--- src/rtl/song_note_sequencer_pkg.sv ---
// ---------------------------------------------------------------------------
// song_pkg
// Shared definitions for the song note sequencer, the score logic and the
// display:
//   - default field widths of the song ROM word {note, duration}
//   - rest note and end-of-song marker values
//   - sequencer FSM state enum
//   - field-extract helpers for a ROM word
//   - note code constants (0 is a rest)
// ---------------------------------------------------------------------------
package song_pkg;

    localparam int NOTE_W = 3;
    localparam int DUR_W  = 5;
    localparam int ADDR_W = 8;
    localparam int WORD_W = NOTE_W + DUR_W;

    localparam logic [NOTE_W-1:0] NOTE_REST = '0;
    localparam logic [DUR_W-1:0]  END_DUR   = '0;

    // Note codes shared with the score logic and the display.
    localparam logic [NOTE_W-1:0] NOTE_C = 3'd1;
    localparam logic [NOTE_W-1:0] NOTE_D = 3'd2;
    localparam logic [NOTE_W-1:0] NOTE_E = 3'd3;
    localparam logic [NOTE_W-1:0] NOTE_F = 3'd4;
    localparam logic [NOTE_W-1:0] NOTE_G = 3'd5;
    localparam logic [NOTE_W-1:0] NOTE_A = 3'd6;
    localparam logic [NOTE_W-1:0] NOTE_B = 3'd7;

    typedef enum logic [2:0] {
        ST_IDLE  = 3'd0,
        ST_FETCH = 3'd1,
        ST_WAIT  = 3'd2,
        ST_LOAD  = 3'd3,
        ST_PLAY  = 3'd4,
        ST_DONE  = 3'd5
    } state_e;

    function automatic logic [NOTE_W-1:0] word_note(input logic [WORD_W-1:0] w);
        return w[WORD_W-1:DUR_W];
    endfunction

    function automatic logic [DUR_W-1:0] word_dur(input logic [WORD_W-1:0] w);
        return w[DUR_W-1:0];
    endfunction

endpackage

--- src/rtl/song_note_sequencer_beat_timer.sv ---
// ---------------------------------------------------------------------------
// beat_timer
// Tick divider plus beat counter for one note.
//   clk, rst_n   : clock, asynchronous active-low reset
//   en_i         : count enable (PLAY and not paused)
//   clr_i        : clear both counters (note load)
//   dur_i        : note length in beats
//   beat_tick_o  : high in the cycle where the tick divider wraps
//   beat_done_o  : high on the wrap that completes the last beat of the note
// Both outputs are combinational from the counters so the sequencer can leave
// PLAY on the very edge that ends the final beat.
// ---------------------------------------------------------------------------
module beat_timer #(
    parameter int TICKS_PER_BEAT = 4,
    parameter int DUR_W          = 5
) (
    input  logic             clk,
    input  logic             rst_n,
    input  logic             en_i,
    input  logic             clr_i,
    input  logic [DUR_W-1:0] dur_i,
    output logic             beat_tick_o,
    output logic             beat_done_o
);

    localparam int TICK_W = (TICKS_PER_BEAT > 1) ? $clog2(TICKS_PER_BEAT) : 1;
    localparam logic [TICK_W-1:0] TICK_LAST = TICK_W'(TICKS_PER_BEAT - 1);

    logic [TICK_W-1:0] tick_cnt_q, tick_cnt_d;
    logic [DUR_W-1:0]  beat_cnt_q, beat_cnt_d;
    logic [DUR_W-1:0]  beat_next;
    logic              wrap;

    // A wrap only happens while enabled, so pause defers it.
    assign wrap      = en_i && (tick_cnt_q == TICK_LAST);
    assign beat_next = beat_cnt_q + DUR_W'(1);

    always_comb begin
        tick_cnt_d = tick_cnt_q;
        beat_cnt_d = beat_cnt_q;
        if (clr_i) begin
            tick_cnt_d = '0;
            beat_cnt_d = '0;
        end else if (en_i) begin
            if (wrap) begin
                tick_cnt_d = '0;
                beat_cnt_d = beat_next;
            end else begin
                tick_cnt_d = tick_cnt_q + TICK_W'(1);
            end
        end
    end

    always_ff @(posedge clk or negedge rst_n) begin
        if (!rst_n) begin
            tick_cnt_q <= '0;
            beat_cnt_q <= '0;
        end else begin
            tick_cnt_q <= tick_cnt_d;
            beat_cnt_q <= beat_cnt_d;
        end
    end

    assign beat_tick_o = wrap;
    assign beat_done_o = wrap && (beat_next == dur_i);

endmodule

--- src/rtl/song_note_sequencer.sv ---
// ---------------------------------------------------------------------------
// song_note_sequencer
// Walks a synchronous song ROM of {note, duration} words and presents the
// expected note to the score logic, holding each note for duration beats.
// Optional build macro: SONG_LOOP_EN -- the end marker restarts the song at
// address 0 with a one-cycle song_done pulse instead of entering DONE.
// Ports:
//   clk, rst_n    : clock, asynchronous active-low reset
//   start         : level; starts playback from address 0 in IDLE or DONE
//   pause         : level; freezes beat timing while in PLAY
//   rom_addr      : song ROM address
//   rom_data      : ROM word {note, duration}, valid one cycle after rom_addr
//   current_note  : expected note, bit range [NOTE_W:1]
//   note_strobe   : one-cycle pulse when current_note is loaded
//   beat_tick     : one-cycle pulse at each beat boundary in PLAY
//   playing       : high in FETCH/WAIT/LOAD/PLAY
//   song_done     : high in DONE (one-cycle pulse per loop with SONG_LOOP_EN)
//   dbg_state     : current FSM state
// Handshake: there is none; start and pause are sampled levels, and every
// output is valid each cycle with strobes lasting exactly one cycle.
// ---------------------------------------------------------------------------
module song_note_sequencer
    import song_pkg::*;
#(
    parameter int TICKS_PER_BEAT = 12500000,
    parameter int ADDR_W         = song_pkg::ADDR_W,
    parameter int NOTE_W         = song_pkg::NOTE_W,
    parameter int DUR_W          = song_pkg::DUR_W
) (
    input  logic                    clk,
    input  logic                    rst_n,
    input  logic                    start,
    input  logic                    pause,
    output logic [ADDR_W-1:0]       rom_addr,
    input  logic [NOTE_W+DUR_W-1:0] rom_data,
    output logic [NOTE_W:1]         current_note,
    output logic                    note_strobe,
    output logic                    beat_tick,
    output logic                    playing,
    output logic                    song_done,
    output state_e                  dbg_state
);

    localparam int WW = NOTE_W + DUR_W;

    state_e            state_q, state_d;
    logic [ADDR_W-1:0] rom_addr_q, rom_addr_d;
    logic [NOTE_W-1:0] note_lat_q, note_lat_d;
    logic [DUR_W-1:0]  dur_lat_q, dur_lat_d;
    logic [NOTE_W-1:0] current_note_q, current_note_d;
    logic              note_strobe_q, note_strobe_d;
    logic              song_done_q, song_done_d;

    logic [NOTE_W-1:0] rom_note;
    logic [DUR_W-1:0]  rom_dur;
    logic              timer_en, timer_clr;
    logic              beat_tick_w, beat_done_w;

    assign rom_note = rom_data[WW-1:DUR_W];
    assign rom_dur  = rom_data[DUR_W-1:0];

    assign timer_en  = (state_q == ST_PLAY) && !pause;
    assign timer_clr = (state_q == ST_LOAD);

    beat_timer #(
        .TICKS_PER_BEAT (TICKS_PER_BEAT),
        .DUR_W          (DUR_W)
    ) u_beat_timer (
        .clk         (clk),
        .rst_n       (rst_n),
        .en_i        (timer_en),
        .clr_i       (timer_clr),
        .dur_i       (dur_lat_q),
        .beat_tick_o (beat_tick_w),
        .beat_done_o (beat_done_w)
    );

    always_comb begin
        state_d        = state_q;
        rom_addr_d     = rom_addr_q;
        note_lat_d     = note_lat_q;
        dur_lat_d      = dur_lat_q;
        current_note_d = current_note_q;
        note_strobe_d  = 1'b0;
        song_done_d    = 1'b0;

        case (state_q)
            ST_IDLE: begin
                if (start) begin
                    rom_addr_d = '0;
                    state_d    = ST_FETCH;
                end
            end
            // Address is stable this cycle; the ROM registers it on the edge.
            ST_FETCH: state_d = ST_WAIT;
            ST_WAIT: begin
                note_lat_d = rom_note;
                dur_lat_d  = rom_dur;
                if (rom_dur == DUR_W'(END_DUR)) begin
`ifdef SONG_LOOP_EN
                    rom_addr_d  = '0;
                    song_done_d = 1'b1;
                    state_d     = ST_FETCH;
`else
                    current_note_d = NOTE_W'(NOTE_REST);
                    song_done_d    = 1'b1;
                    state_d        = ST_DONE;
`endif
                end else begin
                    state_d = ST_LOAD;
                end
            end
            ST_LOAD: begin
                current_note_d = note_lat_q;
                note_strobe_d  = 1'b1;
                state_d        = ST_PLAY;
            end
            ST_PLAY: begin
                // Address increment wraps naturally past the top of the ROM.
                if (beat_done_w) begin
                    rom_addr_d = rom_addr_q + ADDR_W'(1);
                    state_d    = ST_FETCH;
                end
            end
            ST_DONE: begin
                current_note_d = NOTE_W'(NOTE_REST);
                song_done_d    = 1'b1;
                if (start) begin
                    rom_addr_d  = '0;
                    song_done_d = 1'b0;
                    state_d     = ST_FETCH;
                end
            end
            default: state_d = ST_IDLE;
        endcase
    end

    always_ff @(posedge clk or negedge rst_n) begin
        if (!rst_n) begin
            state_q        <= ST_IDLE;
            rom_addr_q     <= '0;
            note_lat_q     <= '0;
            dur_lat_q      <= '0;
            current_note_q <= '0;
            note_strobe_q  <= 1'b0;
            song_done_q    <= 1'b0;
        end else begin
            state_q        <= state_d;
            rom_addr_q     <= rom_addr_d;
            note_lat_q     <= note_lat_d;
            dur_lat_q      <= dur_lat_d;
            current_note_q <= current_note_d;
            note_strobe_q  <= note_strobe_d;
            song_done_q    <= song_done_d;
        end
    end

    assign rom_addr     = rom_addr_q;
    assign current_note = current_note_q;
    assign note_strobe  = note_strobe_q;
    assign beat_tick    = beat_tick_w;
    assign playing      = (state_q == ST_FETCH) || (state_q == ST_WAIT) ||
                          (state_q == ST_LOAD)  || (state_q == ST_PLAY);
    assign song_done    = song_done_q;
    assign dbg_state    = state_q;

endmodule

--- config.mk ---
export PLATFORM = sky130hd
export DESIGN_NAME = song_note_sequencer
export DESIGN_NICKNAME = d
export VERILOG_FILES = /design/src/rtl/song_note_sequencer_pkg.sv /design/src/rtl/song_note_sequencer_beat_timer.sv /design/src/rtl/song_note_sequencer.sv
export SDC_FILE = /design/constraint.sdc
export NUM_CORES = 1
export LEC_CHECK = 0
export ABC_AREA = 1
export ABC_CLOCK_PERIOD_IN_PS = 2970
export BUFFER_PORTS_ARGS = -buffer_cell sky130_fd_sc_hd__buf_2
export CORE_MARGIN = 2
export CORE_UTILIZATION = 40
export CTS_BUF_LIST = sky130_fd_sc_hd__clkbuf_4 sky130_fd_sc_hd__clkbuf_8 sky130_fd_sc_hd__clkbuf_16
export DETAILED_ROUTE_END_ITERATION = 12
export PLACE_DENSITY_LB_ADDON = 0.08
export SKIP_CTS_REPAIR_TIMING = 1
export SYNTH_ARGS = -nofsm -noshare
export SYNTH_HDL_FRONTEND = slang
export SYNTH_HIERARCHICAL = 1
export SYNTH_SLANG_ARGS = --single-unit
--- constraint.sdc ---
create_clock -name clk -period 2.97 [get_ports clk]
set_input_delay 0.1485 -clock clk [delete_from_list [all_inputs] [get_ports clk]]
set_output_delay 0.1485 -clock clk [all_outputs]
set_load 0.05 [all_outputs]
Word level (Yosys, flattened, before mapping)
Index checks and enable logic that the tools add are counted.

word-level totals
  output and inout port bits = 18
  input bits = 12
  logic and storage cells = 59
  register bits = 53

operators by class
  reduce and logical (&&, ||, !) cells = 18
  add/sub/neg operators = 3
  equality and inequality tests = 10
  muxes and demuxes = 19

operators by type and width
  kind                   number
  $mux 24                3
  $add 24x1->24 const B  1
  $eq 24x24->1 const B   1
  $mux 8                 2
  $pmux 8 s2             1
  $mux 5                 3
  $pmux 3 s5             1
  $mux 3                 4
  $pmux 3 s3             1
  $add 8x1->8 const B    1
  $eq 3x2->1 const B     2
  $eq 3x3->1 const B     2
  $reduce_and 2->1       3
  $reduce_bool 2->1      3
  $add 5x1->5 const B    1
  $eq 5x5->1             1
  $logic_not 5->1        1
  $ne 2x2->1 const B     2
  $eq 3x1->1 const B     1
  $logic_and 1x1->1      3
  $logic_not 3->1        1
  $logic_or 1x1->1       3
  $mux 1                 3
  $reduce_and 3->1       1
  5 further kinds        5

Depth between registers and ports, before layout
Gate-level depths: netlist of the first run.

  depth in word-level cells = 6
  depth in mapped cells = 16
  mapped depth without buffers = 16

Modules after synthesis
The synthesis of the first run kept the hierarchy.

modules (own cells, without submodules)
  module               area each (um^2)  sequential area each (um^2)  cells each  instances
  beat_timer           1950.6            725.7                        291         1
  song_note_sequencer  1237.4            600.6                        160         1

Worst setup path before layout of the first run
No wires, ideal clock.

  kind = reg2reg
  start point = register state_q[2] (netlist: dbg_state[2])
  end point = register rom_addr_q[7] (netlist: rom_addr[7])
  setup slack = -0.046 ns
  clock period less this slack = 3.016 ns
  buffers on the path = 0
  data required time = 2.852 ns
  setup time = 0.118 ns
  stages on the path, launching flop included = 17
  data arrival time = 2.898 ns
  path through = dfrtp_1 -> inv_2 -> nor2_4 -> nand2_1 -> nor2_1 -> nand4_1 -> nor2_1 -> nand3_1 -> nor2_1 -> nand2_1 -> nor2_1 -> nand3b_2 -> nand2_2 -> inv_2 -> nand2_4 -> nand2_1 -> nand2_1

between the ends
  longest elaborated chain between the ends = 6
  elaborated cells between the ends (all ways) = 12
  those cells by class = eq/ne: 4; mux: 1; reduce/logical: 7

ends and longest elaborated chain
  item                        line                                  RTL
  start: declaration          song_note_sequencer.sv:46             state_e state_q, state_d;
  start signal: assignment    song_note_sequencer.sv:148            state_q <= state_d;
  $eq 3x3->1                  song_note_sequencer.sv:62             assign timer_en = (state_q == ST_PLAY) && !pause;
  $logic_and 1x1->1           song_note_sequencer.sv:62
  named net timer_en          song_note_sequencer.sv:56             logic timer_en, timer_clr;
  $logic_and 1x1->1           song_note_sequencer_beat_timer.sv:35  assign wrap = en_i && (tick_cnt_q == TICK_LAST);
  named net beat_tick         song_note_sequencer.sv:38             output logic beat_tick,
  $logic_and 1x1->1           song_note_sequencer_beat_timer.sv:65  assign beat_done_o = wrap && (beat_next == dur_i);
  named net beat_done_w       song_note_sequencer.sv:57             logic beat_tick_w, beat_done_w;
  $ne 2x2->1 (no line)        n/a
  $reduce_and 3->1 (no line)  n/a
  end signal: assignment      song_note_sequencer.sv:149            rom_addr_q <= rom_addr_d;
  end: declaration            song_note_sequencer.sv:47             logic [ADDR_W-1:0] rom_addr_q, rom_addr_d;

The timed path passes the listed nets, and every way through them passes these cells.
A chain may end at the register's enable or synchronous reset.

Final worst setup path of the first run
  start point = register state_q[2] (netlist: dbg_state[2])
  end point = register rom_addr_q[4] (netlist: rom_addr[4])

between the ends
  longest elaborated chain between the ends = 6
  elaborated cells between the ends (all ways) = 12
  those cells by class = eq/ne: 4; mux: 1; reduce/logical: 7

ends and longest elaborated chain
  item                        line
  $eq 3x3->1                  song_note_sequencer.sv:62
  $logic_and 1x1->1           song_note_sequencer.sv:62
  named net timer_en          song_note_sequencer.sv:56
  $logic_and 1x1->1           song_note_sequencer_beat_timer.sv:35
  $logic_and 1x1->1           song_note_sequencer_beat_timer.sv:65
  named net beat_done_w       song_note_sequencer.sv:57
  $ne 2x2->1 (no line)        n/a
  $reduce_and 3->1 (no line)  n/a

The timed path passes the listed nets, and every way through them passes these cells.

==> flow_summary.json, run 1 <==
{
  "fin_crit_ns": 2.38,
  "worstMarginPinSlew_ns": 0.933,
  "pin_count": 30,
  "crit_path_start": "dbg_state[2]$_DFFE_PN0P_",
  "netlist_area_sq_mm": 0.00319,
  "synth_area_per_cell_sq_um": 7.07,
  "htreeDepth": 2,
  "min_period_over_period": 0.801,
  "clockBufferDepth": 2,
  "grt_use_total": 0.180,
  "fin_cells": 590,
  "finalSetupViolations": 0,
  "ant_nets": 0,
  "synth_top_cells_by_area": "dfrtp_1, nand2_1, nor2_1",
  "min_from": "rom_data[6]",
  "cts_root_buffer": "clkbuf_8",
  "grt_pass1_wl_um": 12500,
  "fill_cells": 838,
  "arrival_ns": 2.63,
  "setup-tns-final_ns": 0,
  "nNetsFinal": 502,
  "syn_inst": 451,
  "skew_ns": 0.0105,
  "drc": 0,
  "holdPathStages": 3,
  "synthArstFlopShare": 1.00,
  "syn_to_final_growth_pct": 12.3,
  "hold_viol": 0,
  "die_w_um": 93.3,
  "end_kind": "flip-flop",
  "rows": 32,
  "synth_most_common_cell": "nand2_1",
  "wire_per_inst_um": 12.4,
  "timing.rr.end": "rom_addr[4]$_DFFE_PN0P_",
  "start_util": 0.413,
  "drt_iter0_drc": 168,
  "yosysUniqueCellTypes": 33,
  "hpwlAfterDp_um": 5560,
  "synth_edf_count": 0,
  "yosysSeqAreaShare": 0.416,
  "max-slew-margin-rel": 0.376,
  "rsz0062_at_grt": "no",
  "synth_top_area_share": 0.416,
  "r2r_cells": 15,
  "fp.dieH_um": 93.3,
  "synth_seq_cells": 53,
  "hold_end": "note_lat_q[1]$_DFFE_PN0N_",
  "grt_overflow": 0,
  "die_area_sq_mm": 0.00870,
  "startpoint_type": "flip-flop",
  "cts_buffers": 5,
  "yosysTopAreaCell": "dfrtp_1",
  "cap_violations": 0,
  "io_buffer_count": 29,
  "synth.net_count": 466,
  "r2r_setup_slack_ns": 0.59,
  "clock_latency_ns": 0.31,
  "cp_max_fo": 8,
  "clk_pin_slew_worst_paths_ns": 0.10,
  "cts.sinks": 53,
  "finalWeightedCongestion": 0.896,
  "r2r-start": "dbg_state[2]$_DFFE_PN0P_",
  "slew_viol_final": 0,
  "avgViaCountPerCell": 4.75,
  "power_density_mw_per_mm2": 701,
  "critical_path_required_ns": 3.22,
  "max_freq_mhz": 420,
  "run_status": "finished clean",
  "dr.pass1.iters": 4,
  "core_sq_mm": 0.00773,
  "first_global_vias": 2601,
  "leakagePower_nw": 1.83,
  "cts_tree": "done",
  "hold_class": "primary input to flip-flop",
  "drive_gt1_frac": 0.170,
  "dp_cells": 581,
  "grt_max_degree": 27,
  "ys.warnings.count": 6,
  "synth_ff_type": "dfrtp_1",
  "synth_common_cells": "nand2_1, nor2_1, dfrtp_1",
  "wl_um": 7310,
  "antenna_found_initial": 0,
  "crit_type": "flip-flop to flip-flop",
  "num_vias": 2800,
  "ir_worst_vdd_mv": 0.339,
  "diodes": 0
}
## metal layers
metal / track usage / share of wire / routed length [um]
met3: 0.0290 / 0.032 / 235
met1: 0.264 / 0.51 / 3720
met5: 0 / 0 / 0
met4: 0.0380 / 0.0078 / 57
met2: 0.283 / 0.45 / 3290
## worst max-delay path: stages, from the launching register on
cell and delay, ns:
dfrtp_1 0.49, inv_2 0.11, nor2_4 0.10, nand2_1 0.08, nor2_1 0.30, nand4_1 0.14, nor2_1 0.12, nand3_1 0.09
nor2_2 0.14, nand2_1 0.08, nor2_1 0.12, nand3b_2 0.15, nand2_2 0.08, nor2_4 0.18, nand2_1 0.08, nand2_1 0.07
## cell families after synthesis
family          Yosys count  synth area share
compound gates           29            0.0506
buf+inv                  54            0.0710
fa+ha+maj                 3            0.0118
xor+xnor                 12            0.0330
flops                    53             0.416
simple gates            300             0.418
## power by group
| group | total [mW] | internal (mW) | leakage, nW | switching [mW] |
|---|---|---|---|---|
| Clock | 0.506 | 0.263 | 0.0588 | 0.243 |
| Combinational | 1.03 | 0.289 | 1.06 | 0.745 |
| Sequential | 0.971 | 0.851 | 0.717 | 0.120 |
| Total | 2.51 | 1.40 | 1.83 | 1.11 |
## cell usage in the layout, fill, tap and decap left out, types with 6 or more instances in the layout
master	netlist	final
nand2_1	148	148
nor2_1	81	80
dfrtp_1	53	53
inv_1	38	38
buf_2	2	29
nand3_1	27	27
a21oi_1	11	11
inv_2	10	10
nor2_2	9	10
o21ai_0	8	8
xor2_1	8	8
nand2_2	7	7
nor3_1	6	6
nor2_4	6	6
## sequential cells by signal, summed over array words and instances, names as in the netlist, 3 cells and up
name,count
rom_addr,8
u_beat_timer/tick_cnt_q,24
dbg_state,3
dur_lat_q,5
current_note,3
note_lat_q,3
u_beat_timer/beat_cnt_q,5
## metrics by stage
step | utilization | area, sq um | setup WS [ns] | hold slack [ns] | power (mW)
3_3_place_gp | 0.447 | 3460 | 0.588 | 0.204 | 2.03
5_1_grt | 0.463 | 3580 | 0.327 | 0.0384 | 2.71
4_1_cts | 0.462 | 3570 | 0.546 | -0.135 | 2.54
6_report | 0.463 | 3580 | 0.591 | 0.0332 | 2.51
3_5_place_dp | 0.447 | 3460 | 0.579 | 0.210 | 2.03
2_1_floorplan | - | 3190 | 0.194 | -0.147 | 1.79
## final cells by class
cell class | instances | area [sq um] | share of cell area
flip-flops and latches | 53 | 1330 | 0.370
clock inverters | 2 | 38.8 | 0.0108
multi-input cells | 344 | 1640 | 0.457
inverters | 49 | 189 | 0.0528
well taps | 102 | 128 | 0.0356
repair buffers | 34 | 185 | 0.0517
clock buffers | 6 | 76.3 | 0.0213
## worst max-delay path by stage
| stage | end | slack, ns | cells after the start |
|---|---|---|---|
| final | rom_addr[4]$_DFFE_PN0P_ | 0.59 | 15 |
| after global placement | rom_addr[3]$_DFFE_PN0P_ | 0.59 | 15 |
| after floorplan | rom_addr[7]$_DFFE_PN0P_ | 0.19 | 16 |
| after global routing | rom_addr[2]$_DFFE_PN0P_ | 0.33 | 15 |
| after CTS | rom_addr[4]$_DFFE_PN0P_ | 0.55 | 15 |
| after detailed placement | rom_addr[4]$_DFFE_PN0P_ | 0.58 | 15 |
Power figures use the tool's default switching activity.
==> run 2, diff against run 1 <==
- ABC_AREA: 1 -> 0
- ABC_CLOCK_PERIOD_IN_PS: 2970 -> 2100
- clock period: 2.97 -> 2.1 ns (I/O delays scaled with it)
==> run 2 against run 1 <==
The flow now finishes with violations (setup timing). Flip-flop and latch count unchanged. Clock power up 39%. Design area increased by 10%. Non-clock buffer count up 61. Via count shrank 8.0%. Worst setup slack worse by 0.82 ns. Final cell count down 16%. Combinational power rose by 67%. Synthesized cell count fell by 33%. Critical path type unchanged.
==> flow_summary.json, run 2 <==
{
  "run_status": "finished, violations left",
  "violations": "setup timing",
  "hpwlAfterDp_um": 5190,
  "wl_met3_um": 148,
  "min_period_over_period": 1.11,
  "cts_root_buffer": "clkbuf_8",
  "crit_chain": "nor2_4 > nand2_4 > nor2_4 > buf_4 > buf_6 > o211ai_1 > or3_4 > or4_4 > a21oi_2",
  "drc": 0,
  "finalWeightedCongestion": 0.815,
  "max_freq_mhz": 429,
  "grt_overflow": 0,
  "avgViaCountPerCell": 5.23,
  "startpoint_type": "flip-flop",
  "fp.dieH_um": 89.6,
  "yosysSeqAreaShare": 0.453,
  "power_density_mw_per_mm2": 955,
  "syn_inst": 303,
  "wl_um": 7440,
  "cpMostUsedCell": "nor2_4",
  "ys.warnings.count": 6,
  "start_util": 0.408,
  "fin_crit_ns": 2.33,
  "mostFrequentLayoutCell": "buf_4",
  "pin_count": 30,
  "final_cell_mix": "buf_4, dfrtp_1, buf_2",
  "clk_pin_slew_worst_paths_ns": 0.10,
  "wire_per_inst_um": 15.1,
  "drt_iter0_drc": 133,
  "finalSetupViolations": 13,
  "arrival_ns": 2.57,
  "synth_most_common_cell": "dfrtp_1",
  "rows": 31,
  "synth_area_per_cell_sq_um": 9.67,
  "grt_use_total": 0.184,
  "wl_met2_um": 3380,
  "diodes": 0,
  "setup-tns-final_ns": -1.58,
  "core_sq_mm": 0.00718,
  "cts_tree": "done",
  "drive_gt1_frac": 0.378,
  "hold_viol": 0,
  "fill_cells": 691,
  "slew_viol_final": 0,
  "syn_to_final_growth_pct": 34.6,
  "crit_buf_inv": 2,
  "rsz0062_at_grt": "yes",
  "regMostFlops": "u_beat_timer/tick_cnt_q",
  "leakagePower_nw": 1.70,
  "placed_area_sq_mm": 0.00357,
  "io_buffer_count": 29,
  "crit_type": "flip-flop to flip-flop",
  "hold_slack_ns": 0.0287,
  "cp_max_fo": 5,
  "largest_reg_flops": 24,
  "critPathTopFamily": "simple AND/OR/NAND/NOR gates",
  "cts_buffers": 5,
  "cpPeakStageDelay_ns": 0.52,
  "dr.pass1.iters": 4,
  "nNetsFinal": 408,
  "multi_input_area_sq_mm": 0.00166,
  "top_layer_used": "met4",
  "skew_ns": 0.0143,
  "yosysTopAreaCell": "dfrtp_1",
  "critical_path_required_ns": 2.34,
  "slowest_stage": "or4_4",
  "yosysUniqueCellTypes": 52,
  "synth.net_count": 318,
  "worstMarginPinSlew_ns": 0.628,
  "synth_ff_type": "dfrtp_1",
  "ir_worst_vdd_mv": 0.433,
  "htreeDepth": 2,
  "grt_max_degree": 28,
  "cap_violations": 0,
  "first_global_vias": 2294,
  "grt_pass1_wl_um": 11400,
  "synth_common_cells": "dfrtp_1, nand2_1, nor2_1",
  "hold_class": "primary input to flip-flop",
  "clockBufferDepth": 2,
  "wl_met1_um": 3830,
  "antenna_found_initial": 0,
  "synthArstFlopShare": 1.00,
  "finalInstanceArea_sq_mm": 0.00394,
  "netlist_area_sq_mm": 0.00293,
  "die_w_um": 89.6,
  "setup_slack_ns": -0.229,
  "ant_nets": 0,
  "die_area_sq_mm": 0.00802,
  "num_vias": 2577,
  "max-slew-margin-rel": 0.581,
  "regArea_sq_mm": 0.00133,
  "power_mw": 3.76,
  "end_kind": "flip-flop",
  "synth_top_cells_by_area": "dfrtp_1, xnor2_1, nand2_1",
  "synth_edf_count": 0,
  "clock_latency_ns": 0.31,
  "synth_top_area_share": 0.453,
  "synth_seq_cells": 53,
  "cts.sinks": 53
}
==> run 2: path summary, 6_finish.rpt <==
kind                                             startpoint                                      end  slack [ns]  depth (start not counted)
worst max-delay path               dbg_state[0]$_DFFE_PN0P_  u_beat_timer/tick_cnt_q[20]$_DFFE_PN0P_       -0.23                          9
worst min-delay path                            rom_data[7]                note_lat_q[2]$_DFFE_PN0N_        0.03                          2
worst max register to register     dbg_state[0]$_DFFE_PN0P_  u_beat_timer/tick_cnt_q[20]$_DFFE_PN0P_       -0.23                          9
worst min register to register  current_note[1]$_DFFE_PN0P_              current_note[1]$_DFFE_PN0P_        0.50                          1
max in group asynchronous                             rst_n   u_beat_timer/tick_cnt_q[6]$_DFFE_PN0P_        1.11                          3
min in group asynchronous                             rst_n  u_beat_timer/tick_cnt_q[20]$_DFFE_PN0P_        0.34                          2
==> run 2: per-layer routing <==
layer,vias up,track usage
li1,1301,-
met1,1242,0.277
met2,28,0.276
met3,6,0.0302
met4,0,0.0407
met5,-,0
==> run 2: layout make-up <==
cell class | count | share of cell area
multi-input cells | 227 | 0.420
flip-flops and latches | 53 | 0.337
repair buffers | 95 | 0.172
well taps | 99 | 0.0314
clock buffers | 6 | 0.0194
inverters | 11 | 0.0105
clock inverters | 2 | 0.00889
==> run 2: kinds of logic after synthesis <==
family / after synthesis / synth area share
AO/OA/AOI/OAI: 66 / 0.151
multiplexers: 10 / 0.0376
AND/OR/NAND/NOR: 124 / 0.234
adder cells (fa/ha/maj): 3 / 0.0128
flip-flops: 53 / 0.453
XOR/XNOR: 22 / 0.0658
buffers and inverters: 25 / 0.0461
==> run 2: power breakdown <==
| group | internal (mW) | switching [mW] |
|---|---|---|
| Sequential | 1.20 | 0.137 |
| Clock | 0.367 | 0.336 |
| Combinational | 0.690 | 1.03 |
==> run 2: through the flow <==
stage	utilization	setup WS (ns)	cells
6_report	0.549	-0.229	493
5_1_grt	0.549	-0.306	493
4_1_cts	0.514	-0.301	480
3_5_place_dp	0.498	-0.277	472
3_3_place_gp	0.498	-0.233	472
2_1_floorplan	-	-0.772	303
